**config.mk**
```make
export PLATFORM = sky130hd
export DESIGN_NAME = alu_share_arbiter
export DESIGN_NICKNAME = d
export VERILOG_FILES = /design/src/rtl/alu_arb_pkg.sv /design/src/rtl/alu_rr_pick.sv /design/src/rtl/alu_share_arbiter.sv
export SDC_FILE = /design/constraint.sdc
export NUM_CORES = 1
export LEC_CHECK = 0
export ABC_CLOCK_PERIOD_IN_PS = 2100
export CAP_MARGIN = 20
export CORE_AREA = 2 2 141 143
export CTS_CLUSTER_DIAMETER = 40
export DETAILED_ROUTE_END_ITERATION = 10
export DIE_AREA = 0 0 143 145
export PLACE_DENSITY = 0.53
export SYNTH_ARGS = -nofsm -noshare
export SYNTH_HDL_FRONTEND = slang
export SYNTH_SLANG_ARGS = --single-unit
export TNS_END_PERCENT = 10
```
**constraint.sdc**
```tcl
create_clock -name clk -period 2.1 [get_ports clk]
set_clock_uncertainty 0.05 [all_clocks]
set_input_delay 0.21 -clock clk [delete_from_list [all_inputs] [get_ports clk]]
set_output_delay 0.21 -clock clk [all_outputs]
set_load 0.1 [all_outputs]
```
**src/rtl/alu_arb_pkg.sv**
```systemverilog
// Shared field widths, ALU funct codes and the operand bundle used by the ALU share arbiter.
package alu_arb_pkg;

  localparam int unsigned OPCODE_W = 6;
  localparam int unsigned DATA_W   = 32;
  localparam int unsigned SHAMT_W  = 5;
  localparam int unsigned CTRL_W   = 6;
  localparam int unsigned IMM_W    = 16;

  localparam logic [CTRL_W-1:0] FUNCT_SLL = 6'b000000;
  localparam logic [CTRL_W-1:0] FUNCT_SRL = 6'b000010;
  localparam logic [CTRL_W-1:0] FUNCT_SRA = 6'b000011;
  localparam logic [CTRL_W-1:0] FUNCT_ADD = 6'b100000;
  localparam logic [CTRL_W-1:0] FUNCT_SUB = 6'b100010;
  localparam logic [CTRL_W-1:0] FUNCT_AND = 6'b100100;
  localparam logic [CTRL_W-1:0] FUNCT_OR  = 6'b100101;

  typedef struct packed {
    logic [OPCODE_W-1:0] opcode;
    logic [DATA_W-1:0]   rs;
    logic [DATA_W-1:0]   rt;
    logic [SHAMT_W-1:0]  shamt;
    logic [CTRL_W-1:0]   ctrl;
    logic [IMM_W-1:0]    imm;
  } alu_op_t;

endpackage

```
**src/rtl/alu_rr_pick.sv**
```systemverilog
// Combinational round-robin picker: first set request bit after rr_ptr, wrapping at N_REQ-1.
module alu_rr_pick #(
  parameter int unsigned N_REQ = 2,
  parameter int unsigned ID_W  = 1
) (
  input  logic [N_REQ-1:0] req,
  input  logic [ID_W-1:0]  rr_ptr,
  output logic [N_REQ-1:0] grant,
  output logic [ID_W-1:0]  winner,
  output logic             any
);

  int unsigned idx;

  always_comb begin
    idx    = 0;
    winner = '0;
    any    = 1'b0;
    for (int unsigned i = 1; i <= N_REQ; i++) begin
      idx = (int'(rr_ptr) + i) % N_REQ;
      if (!any && req[idx]) begin
        any    = 1'b1;
        winner = ID_W'(idx);
      end
    end
    grant = any ? (N_REQ'(1) << winner) : '0;
  end

endmodule

```
**src/rtl/alu_share_arbiter.sv**
```systemverilog
// Shares one combinational ALU between N_REQ requesters with a registered valid/ready response.
// Optional per-requester grant counters are built when ALU_ARB_STATS_EN is defined.
module alu_share_arbiter
  import alu_arb_pkg::*;
#(
  parameter int unsigned N_REQ = 2,
  parameter int unsigned ID_W  = 1,
  parameter int unsigned CNT_W = 16
) (
  input  logic                     clk,
  input  logic                     rst,
  input  logic [N_REQ-1:0]         req_valid,
  output logic [N_REQ-1:0]         req_ready,
  input  logic [N_REQ*6-1:0]       req_opcode,
  input  logic [N_REQ*32-1:0]      req_rs_content,
  input  logic [N_REQ*32-1:0]      req_rt_content,
  input  logic [N_REQ*5-1:0]       req_shamt,
  input  logic [N_REQ*6-1:0]       req_alu_control,
  input  logic [N_REQ*16-1:0]      req_immediate,
  output logic [5:0]               alu_opcode,
  output logic [31:0]              alu_rs_content,
  output logic [31:0]              alu_rt_content,
  output logic [4:0]               alu_shamt,
  output logic [5:0]               alu_control,
  output logic [15:0]              alu_immediate,
  input  logic [31:0]              alu_result,
  input  logic                     alu_sig_branch,
  output logic                     rsp_valid,
  input  logic                     rsp_ready,
  output logic [ID_W-1:0]          rsp_id,
  output logic [31:0]              rsp_result,
  output logic                     rsp_branch
`ifdef ALU_ARB_STATS_EN
  ,
  output logic [N_REQ*CNT_W-1:0]   grant_cnt
`endif
);

  localparam logic [0:0] StIdle = 1'b0;
  localparam logic [0:0] StFull = 1'b1;

  logic [0:0]       state_q, state_d;
  logic [ID_W-1:0]  rr_ptr_q;
  logic [ID_W-1:0]  winner;
  logic [N_REQ-1:0] grant;
  logic             any;
  logic             slot;
  logic             grant_en;
  alu_op_t          op_sel;

  alu_rr_pick #(
    .N_REQ (N_REQ),
    .ID_W  (ID_W)
  ) u_pick (
    .req    (req_valid),
    .rr_ptr (rr_ptr_q),
    .grant  (grant),
    .winner (winner),
    .any    (any)
  );

  // An issue slot opens when the output register is empty or is being drained this cycle.
  assign slot      = !rst && ((state_q == StIdle) || rsp_ready);
  assign grant_en  = slot && any;
  assign req_ready = grant_en ? grant : '0;
  assign rsp_valid = (state_q == StFull);

  always_comb begin
    op_sel = '0;
    if (grant_en) begin
      for (int unsigned i = 0; i < N_REQ; i++) begin
        if (winner == ID_W'(i)) begin
          op_sel.opcode = req_opcode[i*OPCODE_W +: OPCODE_W];
          op_sel.rs     = req_rs_content[i*DATA_W +: DATA_W];
          op_sel.rt     = req_rt_content[i*DATA_W +: DATA_W];
          op_sel.shamt  = req_shamt[i*SHAMT_W +: SHAMT_W];
          op_sel.ctrl   = req_alu_control[i*CTRL_W +: CTRL_W];
          op_sel.imm    = req_immediate[i*IMM_W +: IMM_W];
        end
      end
    end
  end

  assign alu_opcode     = op_sel.opcode;
  assign alu_rs_content = op_sel.rs;
  assign alu_rt_content = op_sel.rt;
  assign alu_shamt      = op_sel.shamt;
  assign alu_control    = op_sel.ctrl;
  assign alu_immediate  = op_sel.imm;

  always_comb begin
    state_d = state_q;
    if (grant_en) begin
      state_d = StFull;
    end else if ((state_q == StFull) && rsp_ready) begin
      state_d = StIdle;
    end
  end

  always_ff @(posedge clk) begin
    if (rst) begin
      state_q    <= StIdle;
      rr_ptr_q   <= ID_W'(N_REQ - 1);
      rsp_id     <= '0;
      rsp_result <= '0;
      rsp_branch <= 1'b0;
    end else begin
      state_q <= state_d;
      if (grant_en) begin
        rr_ptr_q   <= winner;
        rsp_id     <= winner;
        rsp_result <= alu_result;
        rsp_branch <= alu_sig_branch;
      end
    end
  end

`ifdef ALU_ARB_STATS_EN
  for (genvar g = 0; g < N_REQ; g++) begin : g_cnt
    logic [CNT_W-1:0] cnt_q;
    always_ff @(posedge clk) begin
      if (rst) begin
        cnt_q <= '0;
      end else if (grant_en && (winner == ID_W'(g)) && (cnt_q != {CNT_W{1'b1}})) begin
        cnt_q <= cnt_q + CNT_W'(1);
      end
    end
    assign grant_cnt[g*CNT_W +: CNT_W] = cnt_q;
  end
`endif

endmodule

```
==> flow_metrics.env, run 1 <==
export IMPL_placedCellCount=908
export IMPL_tightest_slew_ns=0.4020
export IMPL_clk_latency_ns=0.28
export IMPL_min_to="rr_ptr_q"
export IMPL_syn_inst=284
export IMPL_pre_cts_slack_ns=-0.1682
export IMPL_failed_checks="setup timing"
export IMPL_hold_viol=0
export IMPL_die_w_um=143
export IMPL_syn_avg_cell_area_um2=8.498
export IMPL_route_detailed_drc=0
export IMPL_antenna_found_initial=5
export IMPL_fill_cells=1780
export IMPL_cts_hold_buf=0
export IMPL_yosysWarnings=0
export IMPL_ioPinCount=366
export IMPL_hp_start="rst"
export IMPL_syn_num_nets=516
export IMPL_grt_ovfl_total=0
export IMPL_clk_pin_slew_ns=0.05
export IMPL_tns_ns=-0.02070
export IMPL_yosysSeqAreaShare_pct=29.86
export IMPL_cts_sinks=36
export IMPL_powerDensity_mw_per_mm2=536.9
export IMPL_die_area_mm2=0.02074
export IMPL_finalCriticalPeriod_ns=2.109
export IMPL_rows=51
export IMPL_worst_r2r_path_depth=4
export IMPL_final_period_utilization_pct=100.4
export IMPL_cts_buffers=5
export IMPL_ant_nets=0
export IMPL_wire_per_inst_um=20.26
export IMPL_grt_pass1_wl_mm=26.36
export IMPL_die_y_um=145
export IMPL_synth_edf_count=0
export IMPL_fin_hold_ws_ns=0.2616
export IMPL_outcome="finished with violations"
export IMPL_slew_violations=0
export IMPL_critPathRequiredTime_ns=1.84
export IMPL_min_path_type="in -> reg"
export IMPL_netlist_area_mm2=0.002414
export IMPL_dp_hpwl_mm=15.49
export IMPL_worstReg2RegEnd="rsp_id"
export IMPL_track_usage_pct=16.88
export IMPL_synthTopCellsByArea="a22o_1 35%, dfxtp_1 30%, nand3b_1 10%, a21oi_1 7.1%, o21ai_0 7.1%"
export IMPL_r2r_start="rsp_valid"
export IMPL_peakVddDrop_v=0.0004461
export IMPL_cap_violations=0
export IMPL_viasPerCell=4.254
export IMPL_netlist_area_leader_share_pct=35.20
export IMPL_num_vias=3948
export IMPL_rrSetupSlack_ns=0.70
export IMPL_clockBufferDepth=2
export IMPL_area_growth_syn_to_layout_pct=244.5
export IMPL_synthFlopType="dfxtp_1"
export IMPL_start_util_pct=12.57
export IMPL_setup_ws_ns=-0.009351
export IMPL_wl_mm=18.80
export IMPL_gp_congestion=0.8285
export IMPL_ys_ff_latch=36
export IMPL_grt_max_degree=68
export IMPL_cts_root_buf="clkbuf_16"
export IMPL_cts_tree="built"
export IMPL_ys_types=19
export IMPL_io_buffers=365
export IMPL_max_freq_mhz=474.1
export IMPL_min_path_cells=2
export IMPL_crit_arrival_ns=1.85
export IMPL_cp_max_fo=8
export IMPL_total_power_uw=4464
export IMPL_grt_pass1_vias=4125
export IMPL_final_layout_size_suffix_gt1_share_pct=42.71
export IMPL_setup_viol_count_final=5
export IMPL_drtIter0Drc=93
export IMPL_rsz0062_at_grt="yes"
export IMPL_p_leak_uw=0.003422
export IMPL_async_reset_ff_share_pct=0
export IMPL_nNetsFinal=889
export IMPL_crit_path_end_kind="output port"
export IMPL_core_area_mm2=0.01921
export IMPL_ctsHtreeMaxLevel=2
export IMPL_start_kind="flip-flop"
export IMPL_yosys_area_top_type="a22o_1"
export IMPL_max_slew_margin_pct=73.20
export IMPL_final_cells=928
export IMPL_critical_path_class="reg -> out"
export IMPL_dr_pass1_iters=4
[kinds of logic (layout without fill, tap and decap cells)]
| logic type | Yosys count | count (layout) | share of synthesized area (%) |
|---|---|---|---|
| buffers and inverters | 40 | 414 | 7.102 |
| AO/OA/AOI/OAI | 167 | 167 | 50.08 |
| AND/OR/NAND/NOR | 41 | 41 | 12.96 |
| flip-flops | 36 | 36 | 29.86 |
| other | 0 | 5 | 0 |
[final cells by class]
cell class	instances	area (um2)	share of cell area, %
antenna	5	12.51	0.1505
clock buffer	8	146.4	1.761
inverter	1	3.754	0.04515
multi-input combinational	208	2088	25.12
sequential	36	725.7	8.728
tap	265	331.6	3.988
timing repair buffer	405	5006	60.21
[power breakdown]
part,total [uW],internal (uW),switching [uW],leakage (uW)
Combinational,2960,1210,1750,0.00305
Sequential,758,732,26.1,0.000298
Clock,745,473,272,0.0000712
[synth_stat cells (all sizes together) (2+ instances only)]
library cell	number
nand3b	33
o21ai	34
clkbuf	26
buf	13
a22o	97
a21oi	34
nor2b	2
nand2	2
dfxtp	36
[per-stage QoR]
stage / utilization [%] / area (um2)
2_1_floorplan: - / 2596
6_report: 43.29 / 8314
5_1_grt: 43.29 / 8314
3_3_place_gp: 39.80 / 7644
3_5_place_dp: 39.80 / 7644
4_1_cts: 42.32 / 8128
[worst max-delay path by stage]
stage          startpoint            endpoint  slack [ns]  cells after the start
2_1_floorplan   rsp_valid    alu_immediate[1]       -0.18                      4
4_1_cts         rsp_valid        alu_shamt[0]       -0.12                      8
6_report        rsp_valid   alu_rt_content[7]      -0.009                      8
5_1_grt         rsp_valid   alu_rt_content[7]       -0.11                      8
3_3_place_gp    rsp_ready   alu_rt_content[6]       -0.16                      8
3_5_place_dp    rsp_ready  alu_rs_content[22]       -0.17                      8
[critical path: stages (launching register included)]
cell and delay (ns):
dfxtp_4 0.35, nor2b_4 0.13, nor4b_4 0.22, buf_4 0.17, buf_12 0.14, buf_12 0.12, buf_8 0.12, a22o_4 0.14
buf_12 0.17
[flip-flops by register name (all words and copies together), names as in the netlist]
signal	cells
rsp_result	32
rsp_valid	1
rr_ptr_q	1
rsp_branch	1
rsp_id	1
[placed cells by master, fill, tap and decap left out, types with 3 or more instances in the layout]
cell             count
clkdlybuf4s50_1    227
buf_12             107
buf_4               60
a22o_4              57
a22o_2              36
o21ai_0             34
a21oi_1             34
dfxtp_1             34
nand3b_1            33
diode_2              5
clkbuf_16            5
a22o_1               4
buf_6                4
dlygate4sd2_1        3
[what timing repair did]
action	in CTS	in global routing
pin swaps	19	20
endpoints found under the setup margin	93	96
cloned	2	0
setup buffers	5	1
resized for setup	39	28
[metal layers]
layer  GRT usage, %  vias to the layer above  wire length [um]
met4          5.941                        0               460
met3          5.149                       19              1652
met1          17.49                     1857              6699
met5              0                        -                 0
met2          31.58                      202              9986
li1               -                     1870                 -
No activity file was read; power rests on OpenSTA's default activity.
==> run 2: changes to the inputs <==
--- a/config.mk
+++ b/config.mk
@@ -7,12 +7,13 @@
 export LEC_CHECK = 0
 export ABC_CLOCK_PERIOD_IN_PS = 2100
 export CAP_MARGIN = 20
-export CORE_AREA = 2 2 141 143
+export CORE_AREA = 2 2 143 145
 export CTS_CLUSTER_DIAMETER = 40
 export DETAILED_ROUTE_END_ITERATION = 10
-export DIE_AREA = 0 0 143 145
-export PLACE_DENSITY = 0.53
+export DIE_AREA = 0 0 145 147
+export PLACE_DENSITY = 0.55
 export SYNTH_ARGS = -nofsm -noshare
 export SYNTH_HDL_FRONTEND = slang
+export SYNTH_HIERARCHICAL = 1
 export SYNTH_SLANG_ARGS = --single-unit
 export TNS_END_PERCENT = 10
==> run 2 against run 1 <==
  * Non-clock buffer count is 3 lower
  * Highest routed layer unchanged
  * Die area is 2.8% higher
  * Via count is 4.9% higher
  * Sequential power is 0.9% higher
  * The run now ends clean
  * Synthesized cell count is 37% higher
  * Worst setup slack better by 0.039 ns
  * Total power is 3.6% higher
  * Utilization is 0.30 points higher
==> flow_metrics.env, run 2 <==
export IMPL_outcome="finished, final reports clean"
export IMPL_min_path_type="reg -> reg"
export IMPL_critical_path_class="reg -> out"
export IMPL_final_layout_size_suffix_gt1_share_pct=38.08
export IMPL_layout_common_cells="229 x clkdlybuf4s50_1, 109 x buf_12, 75 x mux2i_1, 72 x nor2_2, 54 x buf_4"
export IMPL_final_period_utilization_pct=98.57
export IMPL_slew_violations=0
export IMPL_synthFlopType="dfxtp_1"
export IMPL_switching_power_uw=2206
export IMPL_p_clk_share_pct=15.8
export IMPL_final_cells=1029
export IMPL_crit_path_end_kind="output port"
export IMPL_peakVddDrop_v=0.0003055
export IMPL_area_growth_syn_to_layout_pct=195.4
export IMPL_die_y_um=147
export IMPL_combPwrFrac_pct=67.7
export IMPL_synthTopCellsByArea="mux2i_1 33%, dfxtp_1 25%, nor2_1 13%, o211ai_1 8.7%, nand3_1 5.8%"
export IMPL_placedCellCount=1016
export IMPL_wire_per_inst_um=17.47
export IMPL_track_usage_pct=16.09
export IMPL_setup_viol_count_final=0
export IMPL_grt_pass1_wl_mm=26.75
export IMPL_yosysWarnings=6
export IMPL_largest_register_ffs=32
export IMPL_register_area_um2=721.9
export IMPL_powerDensity_mw_per_mm2=534.9
export IMPL_rrSetupSlack_ns=0.87
export IMPL_hp_start="rsp_result[6]"
export IMPL_wl_mm=17.97
export IMPL_die_area_mm2=0.02132
export IMPL_die_w_um=145
export IMPL_clk_latency_ns=0.28
export IMPL_ant_nets=0
export IMPL_p_seq_share_pct=16.5
export IMPL_num_vias=4141
export IMPL_antenna_cells=0
export IMPL_p_leak_uw=0.003487
export IMPL_clk_pin_slew_ns=0.06
export IMPL_regMostFlops="rsp_result"
export IMPL_grt_pass1_vias=4393
export IMPL_cts_buffers=5
export IMPL_ys_top_cells_by_count="98 x nor2_1, 97 x mux2i_1, 36 x dfxtp_1"
export IMPL_start_kind="flip-flop"
export IMPL_switching_share_pct=47.68
export IMPL_final_util_pct=43.59
export IMPL_fill_cells=1906
export IMPL_netlist_area_leader_share_pct=33.16
export IMPL_gp_congestion=0.8068
export IMPL_io_buffers=365
export IMPL_synth_edf_count=0
export IMPL_cts_tree="built"
export IMPL_dr_pass1_iters=4
export IMPL_yosys_area_top_type="mux2i_1"
export IMPL_start_util_pct=14.75
export IMPL_cts_root_buf="clkbuf_16"
export IMPL_power_internal_uw=2421
export IMPL_rsz0062_at_grt="yes"
export IMPL_dp_hpwl_mm=14.80
export IMPL_r2r_start="rr_ptr_q"
export IMPL_final_common_cell="clkdlybuf4s50_1"
export IMPL_route_detailed_drc=0
export IMPL_rows=52
export IMPL_multi_input_area_mm2=0.002394
export IMPL_fin_hold_ws_ns=0.4227
export IMPL_critPathRequiredTime_ns=1.84
export IMPL_hold_viol=0
export IMPL_syn_avg_cell_area_um2=7.546
export IMPL_crit_arrival_ns=1.81
export IMPL_grt_max_degree=36
export IMPL_total_power_uw=4626
export IMPL_ctsHtreeMaxLevel=2
export IMPL_max_freq_mhz=483.1
export IMPL_tightest_slew_ns=0.3922
export IMPL_cap_violations=0
export IMPL_ys_types=20
export IMPL_async_reset_ff_share_pct=0
export IMPL_cts_sinks=36
export IMPL_clockBufferDepth=2
export IMPL_ys_ff_latch=36
export IMPL_viasPerCell=4.024
export IMPL_grt_ovfl_total=0
export IMPL_syn_inst=388
export IMPL_antenna_found_initial=0
export IMPL_yosysMostFrequentCell="nor2_1"
export IMPL_yosysSeqAreaShare_pct=24.62
export IMPL_nNetsFinal=990
export IMPL_cp_max_fo=11
export IMPL_min_path_cells=2
export IMPL_worst_r2r_path_depth=6
export IMPL_netlist_area_mm2=0.002928
export IMPL_finalCriticalPeriod_ns=2.070
export IMPL_drtIter0Drc=127
export IMPL_max_slew_margin_pct=73.85
export IMPL_syn_num_nets=620
export IMPL_ioPinCount=366
export IMPL_core_area_mm2=0.01984
export IMPL_worstReg2RegEnd="rsp_id"
export IMPL_min_to="rsp_result[6]"
export IMPL_tns_ns=0
run 2: cell types whose count changed after synthesis, sizes merged, moves of 3 or more:
cell    delta
nor2      +97
nand2     +33
a21boi     +3
o211ai    +34
nand3     +34
a21oi     -32
buf       +20
o21ai     -34
nand3b    -33
mux2i     +97
a22o      -97
clkbuf    -20
run 2: timing repair:
action | in CTS | in global routing
resized for setup | 71 | 23
hold buffers | 0 | 0
buffers inserted | 3 | 0
gates cloned | 2 | 0
setup endpoints to repair | 97 | 23
run 2: how the worst max path moves through the flow:
stage	startpoint	slack, ns	cells past startpoint	to
2_1_floorplan	rsp_valid	-0.61	4	alu_immediate[10]
3_3_place_gp	req_valid[0]	-0.11	7	alu_rs_content[10]
3_5_place_dp	req_valid[0]	-0.14	7	alu_rs_content[10]
4_1_cts	rr_ptr_q	0.01	7	alu_shamt[0]
5_1_grt	rr_ptr_q	-0.04	7	alu_rs_content[23]
6_report	rr_ptr_q	0.03	7	alu_rs_content[21]
run 2: cell type report:
type	count	share of cell area [%]
Clock buffer	5	1.447
Clock inverter	3	0.2170
Inverter	3	0.1302
Multi-Input combinational cell	310	27.67
Sequential cell	36	8.347
Tap cell	270	3.906
Timing Repair Buffer	402	58.28
run 2: kinds of logic after synthesis:
family / Yosys count / synth area share (%)
AND/OR/NAND/NOR: 174 / 24.62
multiplexers: 97 / 33.16
buffers and inverters: 42 / 7.777
flip-flops: 36 / 24.62
AO/OA/AOI/OAI: 39 / 9.829
run 2: per-layer routing:
metal | vias to the layer above | wire length [um] | share of wire (%) | track usage [%]
met5 | - | 0 | 0 | 0
met4 | 0 | 268 | 1.5 | 2.376
met3 | 18 | 1472 | 8.2 | 5.714
met2 | 183 | 9231 | 51 | 28.69
met1 | 1853 | 7000 | 39 | 19.00
li1 | 2087 | - | - | -
run 2: critical path, cell delays in order (launching register included):
cell,delay (ns)
dfxtp_2,0.35
a21boi_4,0.18
buf_12,0.13
buf_12,0.16
buf_12,0.17
mux2i_4,0.27
nor2_2,0.07
buf_12,0.17
run 2: power groups by stage:
| stage | sequential (uW) | combinational [uW] | clock (uW) |
|---|---|---|---|
| floorplan | 1130 | 1370 | 0 |
| global placement | 778 | 3000 | 0 |
| detailed placement | 779 | 3000 | 0 |
| CTS | 764 | 3120 | 751 |
| global route | 772 | 3250 | 780 |
| finish | 765 | 3130 | 729 |
run 2: metrics by stage:
stage / instance area (um2) / worst slack, ns
2_1_floorplan: 3043 / -0.6116
3_3_place_gp: 8103 / -0.1094
3_5_place_dp: 8103 / -0.1371
4_1_cts: 8546 / 0.01057
5_1_grt: 8650 / -0.04138
6_report: 8650 / 0.03010
